==> config.mk <==
export PLATFORM = sky130hd
export DESIGN_NAME = escalonador_processos
export DESIGN_NICKNAME = d
export VERILOG_FILES = /design/src/rtl/escalonador_pkg.sv /design/src/rtl/seletor_rr.sv /design/src/rtl/escalonador_processos.sv
export SDC_FILE = /design/constraint.sdc
export NUM_CORES = 1
export LEC_CHECK = 0
export BUFFER_PORTS_ARGS = -buffer_cell sky130_fd_sc_hd__buf_2
export CAP_MARGIN = 10
export CORE_MARGIN = 3
export CORE_UTILIZATION = 36
export DETAILED_ROUTE_END_ITERATION = 8
export GPL_TIMING_DRIVEN = 0
export PLACE_DENSITY_LB_ADDON = 0.12
export SLEW_MARGIN = 20
export SYNTH_ARGS = -nofsm -noshare
export SYNTH_HDL_FRONTEND = slang
export SYNTH_SLANG_ARGS = --single-unit
==> constraint.sdc <==
create_clock -name clk -period 3.8 [get_ports clk]
set_input_delay 0.57 -clock clk [delete_from_list [all_inputs] [get_ports clk]]
set_output_delay 0.57 -clock clk [all_outputs]
set_load 0.01 [all_outputs]
==> src/rtl/escalonador_pkg.sv <==
// Shared definitions for the round-robin process scheduler:
// state encoding, OS pid and default sizing.
package escalonador_pkg;

  localparam int unsigned DEF_NPROC     = 4;
  localparam int unsigned DEF_PID_W     = 2;
  localparam int unsigned DEF_QUANTUM_W = 16;
  localparam int unsigned OS_PID        = 0;

  typedef enum logic [1:0] {
    S_OS    = 2'd0,
    S_USER  = 2'd1,
    S_DRAIN = 2'd2,
    S_HALT  = 2'd3
  } state_t;

endpackage

==> src/rtl/seletor_rr.sv <==
// Round-robin selector: first ready user pid after last_pid, wrapping and
// skipping the OS slot; last_pid itself is the final candidate.
module seletor_rr #(
  parameter  int unsigned NPROC = 4,
  localparam int unsigned PID_W = $clog2(NPROC)
) (
  input  logic [NPROC-1:0] ready_mask,
  input  logic [PID_W-1:0] last_pid,
  output logic [PID_W-1:0] nxt_c,
  output logic             any_ready_c
);

  logic [PID_W-1:0] cand;

  always_comb begin
    nxt_c       = '0;
    any_ready_c = 1'b0;
    cand        = '0;
    for (int unsigned i = 1; i <= NPROC; i++) begin
      cand = last_pid + PID_W'(i);
      if (!any_ready_c && (cand != '0) && ready_mask[cand]) begin
        nxt_c       = cand;
        any_ready_c = 1'b1;
      end
    end
  end

endmodule

==> src/rtl/escalonador_processos.sv <==
// Process scheduler: owns id_proc, rotates dispatch among ready user
// processes and forces a return to the OS when the quantum expires.
module escalonador_processos
  import escalonador_pkg::*;
#(
  parameter int unsigned NPROC     = DEF_NPROC,
  parameter int unsigned PID_W     = DEF_PID_W,
  parameter int unsigned QUANTUM_W = DEF_QUANTUM_W
) (
  input  logic                 clk,
  input  logic                 reset,
  input  logic                 preemp_mode,
  input  logic [QUANTUM_W-1:0] quantum,
  input  logic                 Set_ctx,
  input  logic                 Set_pid_0,
  input  logic                 HALT,
  input  logic                 WAIT,
  input  logic [NPROC-1:0]     ready_set,
  output logic [PID_W-1:0]     id_proc,
  output logic                 preempt_req,
  output logic [NPROC-1:0]     ready_mask,
  output logic [PID_W-1:0]     last_pid,
  output logic                 no_ready,
  output logic                 sys_halted
);

  localparam logic [NPROC-1:0] OS_BIT = NPROC'(1);

  state_t               state_q, state_d;
  logic [PID_W-1:0]     id_proc_q, id_proc_d;
  logic [PID_W-1:0]     last_pid_q, last_pid_d;
  logic [NPROC-1:0]     ready_mask_q, ready_mask_d;
  logic [NPROC-1:0]     clr_mask;
  logic [QUANTUM_W-1:0] counter_q, counter_d;
  logic                 preempt_req_q, preempt_req_d;
  logic                 no_ready_q, no_ready_d;
  logic                 sys_halted_q, sys_halted_d;
  logic [PID_W-1:0]     nxt;
  logic                 any_ready;

  seletor_rr #(.NPROC(NPROC)) u_seletor_rr (
    .ready_mask  (ready_mask_q),
    .last_pid    (last_pid_q),
    .nxt_c       (nxt),
    .any_ready_c (any_ready)
  );

  always_ff @(posedge clk) begin
    if (reset) begin
      state_q       <= S_OS;
      id_proc_q     <= PID_W'(OS_PID);
      last_pid_q    <= PID_W'(NPROC - 1);
      ready_mask_q  <= '0;
      counter_q     <= '0;
      preempt_req_q <= 1'b0;
      no_ready_q    <= 1'b0;
      sys_halted_q  <= 1'b0;
    end else begin
      state_q       <= state_d;
      id_proc_q     <= id_proc_d;
      last_pid_q    <= last_pid_d;
      ready_mask_q  <= ready_mask_d;
      counter_q     <= counter_d;
      preempt_req_q <= preempt_req_d;
      no_ready_q    <= no_ready_d;
      sys_halted_q  <= sys_halted_d;
    end
  end

  always_comb begin
    state_d       = state_q;
    id_proc_d     = id_proc_q;
    last_pid_d    = last_pid_q;
    ready_mask_d  = ready_mask_q;
    counter_d     = counter_q;
    preempt_req_d = preempt_req_q;
    no_ready_d    = 1'b0;
    sys_halted_d  = sys_halted_q;
    clr_mask      = '0;

    unique case (state_q)
      S_OS: begin
        if (HALT) begin
          state_d      = S_HALT;
          sys_halted_d = 1'b1;
        end else if (Set_ctx) begin
          if (any_ready) begin
            state_d    = S_USER;
            id_proc_d  = nxt;
            last_pid_d = nxt;
            counter_d  = (quantum == '0) ? QUANTUM_W'(1) : quantum;
          end else begin
            no_ready_d = 1'b1;
          end
        end
      end
      S_USER: begin
        if (HALT) begin
          clr_mask[id_proc_q] = 1'b1;
          id_proc_d           = PID_W'(OS_PID);
          state_d             = S_OS;
        end else if (Set_pid_0) begin
          id_proc_d = PID_W'(OS_PID);
          state_d   = S_OS;
        end else if (preemp_mode && !WAIT) begin
          if (counter_q <= QUANTUM_W'(1)) begin
            preempt_req_d = 1'b1;
            counter_d     = '0;
            state_d       = S_DRAIN;
          end else begin
            counter_d = counter_q - QUANTUM_W'(1);
          end
        end
      end
      S_DRAIN: begin
        if (HALT) begin
          clr_mask[id_proc_q] = 1'b1;
          preempt_req_d       = 1'b0;
          id_proc_d           = PID_W'(OS_PID);
          state_d             = S_OS;
        end else if (Set_pid_0) begin
          preempt_req_d = 1'b0;
          id_proc_d     = PID_W'(OS_PID);
          state_d       = S_OS;
        end
      end
      S_HALT: begin
      end
      default: state_d = S_OS;
    endcase

    // Clear is applied after the OR so a halting process cannot be re-marked in the same cycle.
    if (state_q != S_HALT) begin
      ready_mask_d = (ready_mask_q | (ready_set & ~OS_BIT)) & ~clr_mask;
    end
  end

  assign id_proc     = id_proc_q;
  assign preempt_req = preempt_req_q;
  assign ready_mask  = ready_mask_q;
  assign last_pid    = last_pid_q;
  assign no_ready    = no_ready_q;
  assign sys_halted  = sys_halted_q;

endmodule
==> metrics.md <==
| Metric | Value |
|---|---|
| Post-Route Setup TNS | `0 ns` |
| CP Cell Sequence | `buf_6 -> inv_1 -> ha_1 -> buf_6 -> mux2_1 -> a22o_1 -> or3_4 -> o21ai_4 -> buf_6 -> mux2i_1 -> nor2_1` |
| Avg Cell Area, Syn | `8.47 sq um` |
| Critical Path Fanout Max | `10` |
| DRT iter0 DRCs | `116` |
| Sequential area share after synthesis | `26.1%` |
| Worst setup path class | `reg2reg` |
| Vias in the first global route | `2071` |
| Drt first pass iters | `4` |
| FMAX | `335 MHz` |
| Post-CTS sizing | `0` |
| Dominant synthesized flop cell | `dfxtp_1` |
| Hold buffers post-CTS | `0` |
| Worst hold path type | `reg2reg` |
| Final Hold Fails | `0` |
| CTS tree | `yes` |
| Final net count | `341` |
| Vias | `2154` |
| Total track usage | `18.0%` |
| Top post-synthesis cells by area | `dfxtp_1 (26%), ha_1 (5.1%), a211oi_2 (3.9%)` |
| Final setup fails | `0` |
| Yosys cell types | `66` |
| Slew Limit Fails | `0` |
| Fin Hold WS | `0.477 ns` |
| Final Routed Wirelength | `6230 microns` |
| Yosys reg bits | `29` |
| Critical Path Source Type | `register` |
| Clk sink count | `29` |
| Crit. End Element | `register` |
| Antenna Cells | `0` |
| Antenna violations before repair | `0` |
| Asr flop ratio synth | `0%` |
| Max H-tree Level | `2` |
| Finished Cell Area | `0.00258 sq mm` |
| Crit-path slowest cell | `dfxtp_1` |
| Worst-path clk slew | `0.07 ns` |
| Clk_skew | `0.00873 ns` |
| Vias per inst | `5.65` |
| Non-Filler Instances | `381` |
| HPWL after DPL | `4630 microns` |
| Max-slew headroom | `51.5%` |
| Worst EP required | `3.96 ns` |
| Cell mode on critical path | `buf_6` |
| Synth-to-layout area growth | `15.9%` |
| Placed cell areas | `0.00250 sq mm` |
| Setup bufs post-CTS | `0` |
| Pin count of the biggest net entering global routing | `11` |
| Buffers on Ports | `35` |
| Dpl cells | `373` |
| Unrepaired setup endpoints after global routing | `no` |
| Share of the synthesized area in the top cell type | `26.1%` |
| Die height | `84.7 microns` |
| Synth area leader | `dfxtp_1` |
| MaxCap Viol Count | `0` |
| Final Critical Period | `2.99 ns` |
| Die X | `84.7 microns` |
| Gpl congestion | `0.864` |
| EDFF count, synth | `0` |
| Layout cells sized above 1 | `25.5%` |
| # fillers | `629` |
| Core ar. | `0.00596 sq mm` |
| FP Rows | `28` |
| Post-Synthesis Cell Area | `0.00223 sq mm` |
| Worst EP arrival | `3.14 ns` |
| Avg WL per Cell | `16.3 microns` |
| Synth Net Count | `299` |
| Worst-Margin Slew | `0.728 ns` |
| Global-route wire length before repair | `10400 microns` |
| Initial Utilization | `37.4%` |
| I/O pins | `38` |
| Total CTS buffers | `5` |
| P_leak | `1.04 nW` |
| Maximum VDD drop | `0.345 mV` |
| Tcrit/Tclk final | `78.6%` |
| DRC violations left | `0` |
| Result of the run | `finished clean` |
| Mapped Cells | `263` |
| Ys Warns | `0` |
| Routed Antenna Nets | `0` |
| Die Area | `0.00717 sq mm` |
| Place WS | `0.823 ns` |
| Skew-Pair Late Insertion Delay | `0.29 ns` |
| Setup ws final | `0.813 ns` |
| Pwr Density | `776 mW/mm^2` |
| CP peak stage delay | `0.48 ns` |
| Root Buffer | `clkbuf_8` |
| Overflow after GRT | `0` |
| CTS Buffer Depth | `2` |
## stage by stage
| step | utilization (%) | power (mW) |
|---|---|---|
| 2_1_floorplan | - | 1.46 |
| 3_3_place_gp | 41.9 | 1.74 |
| 3_5_place_dp | 41.9 | 1.74 |
| 4_1_cts | 43.4 | 2.02 |
| 5_1_grt | 43.4 | 2.19 |
| 6_report | 43.4 | 2.01 |
## cells by family (layout without fill, tap and decap cells)
logic type      after synthesis  after routing  synth area share [%]
flops                        29             29                  26.1
simple gates                 88             88                  22.2
mux                           8              8                  4.32
compound gates               90             90                  32.7
fa+ha+maj                     9              9                  5.05
buf+inv                      33             76                  7.36
xor+xnor                      6              6                  2.36
## worst paths after layout
kind	from	endpoint	slack (ns)	depth (start not counted)
worst max-delay path	last_pid[0]$_SDFFE_PP1P_	counter_q[3]$_SDFFE_PP0P_	0.81	11
worst min-delay path	sys_halted$_SDFFE_PP0P_	sys_halted$_SDFFE_PP0P_	0.48	2
worst min register to register	sys_halted$_SDFFE_PP0P_	sys_halted$_SDFFE_PP0P_	0.48	2
worst max register to register	last_pid[0]$_SDFFE_PP1P_	counter_q[3]$_SDFFE_PP0P_	0.81	11
## cells in the final DEF, fill, tap and decap left out, types with 4 or more instances in the layout
cell       n
buf_2     37
dfxtp_1   29
inv_1     19
nor2_1    19
a21oi_1   16
nand2_1   14
o21ai_0   11
ha_1       9
nor4_1     8
nor2b_1    7
nand3_1    7
a211oi_2   7
clkbuf_1   6
xnor2_1    6
nor3_1     6
buf_6      5
nand2b_1   5
a221oi_2   5
clkbuf_8   5
mux2i_1    4
o22ai_1    4
o21ai_1    4
## Yosys cell counts, types with 5 or more instances
library cell   n
buf_6          5
nor2b_1        7
ha_1           9
nor2_1        19
nor3_1         6
a211oi_2       7
a221oi_2       5
inv_1         19
clkbuf_1       6
nor4_1         8
o21ai_0       11
nand3_1        7
dfxtp_1       29
nand2b_1       5
xnor2_1        6
nand2_1       14
a21oi_1       16
## critical path: cells and delay by family (launching register included)
kind,cells,cell delay (ns)
buffers and inverters,4,0.60
multiplexers,2,0.52
AO/OA/AOI/OAI,2,0.49
flip-flops,1,0.48
AND/OR/NAND/NOR,2,0.47
adder cells (fa/ha/maj),1,0.30
## layout make-up
cell class	count	area, sq um	area share [%]
Tap cell	75	93.8	3.63
Buffer	14	92.6	3.58
Sequential cell	29	581	22.5
Timing Repair Buffer	35	175	6.78
Inverter	19	71.3	2.76
Clock inverter	3	17.5	0.678
Multi-Input combinational cell	201	1480	57.4
Clock buffer	5	68.8	2.66
## state kept, by name, indices dropped and copies added (netlist names)
name         count
counter_q       16
preempt_req      1
state_q          2
last_pid         2
id_proc          2
sys_halted       1
ready_mask       4
no_ready         1
## power by group
part           total (mW)  internal, mW  leakage (nW)  switching (mW)
combinational        1.25         0.501         0.754           0.752
clock               0.258         0.126        0.0439           0.131
sequential          0.494         0.388         0.238           0.106
## metal layers
| layer | global-route usage (%) | wire length, microns | vias to the layer above |
|---|---|---|---|
| met2 | 26.3 | 2600 | 54 |
| li1 | - | - | 1085 |
| met1 | 26.6 | 3250 | 1010 |
| met3 | 4.42 | 323 | 5 |
| met5 | 0 | 0 | - |
| met4 | 3.88 | 55 | 0 |
Note: power is estimated with default switching activity, not from simulation.
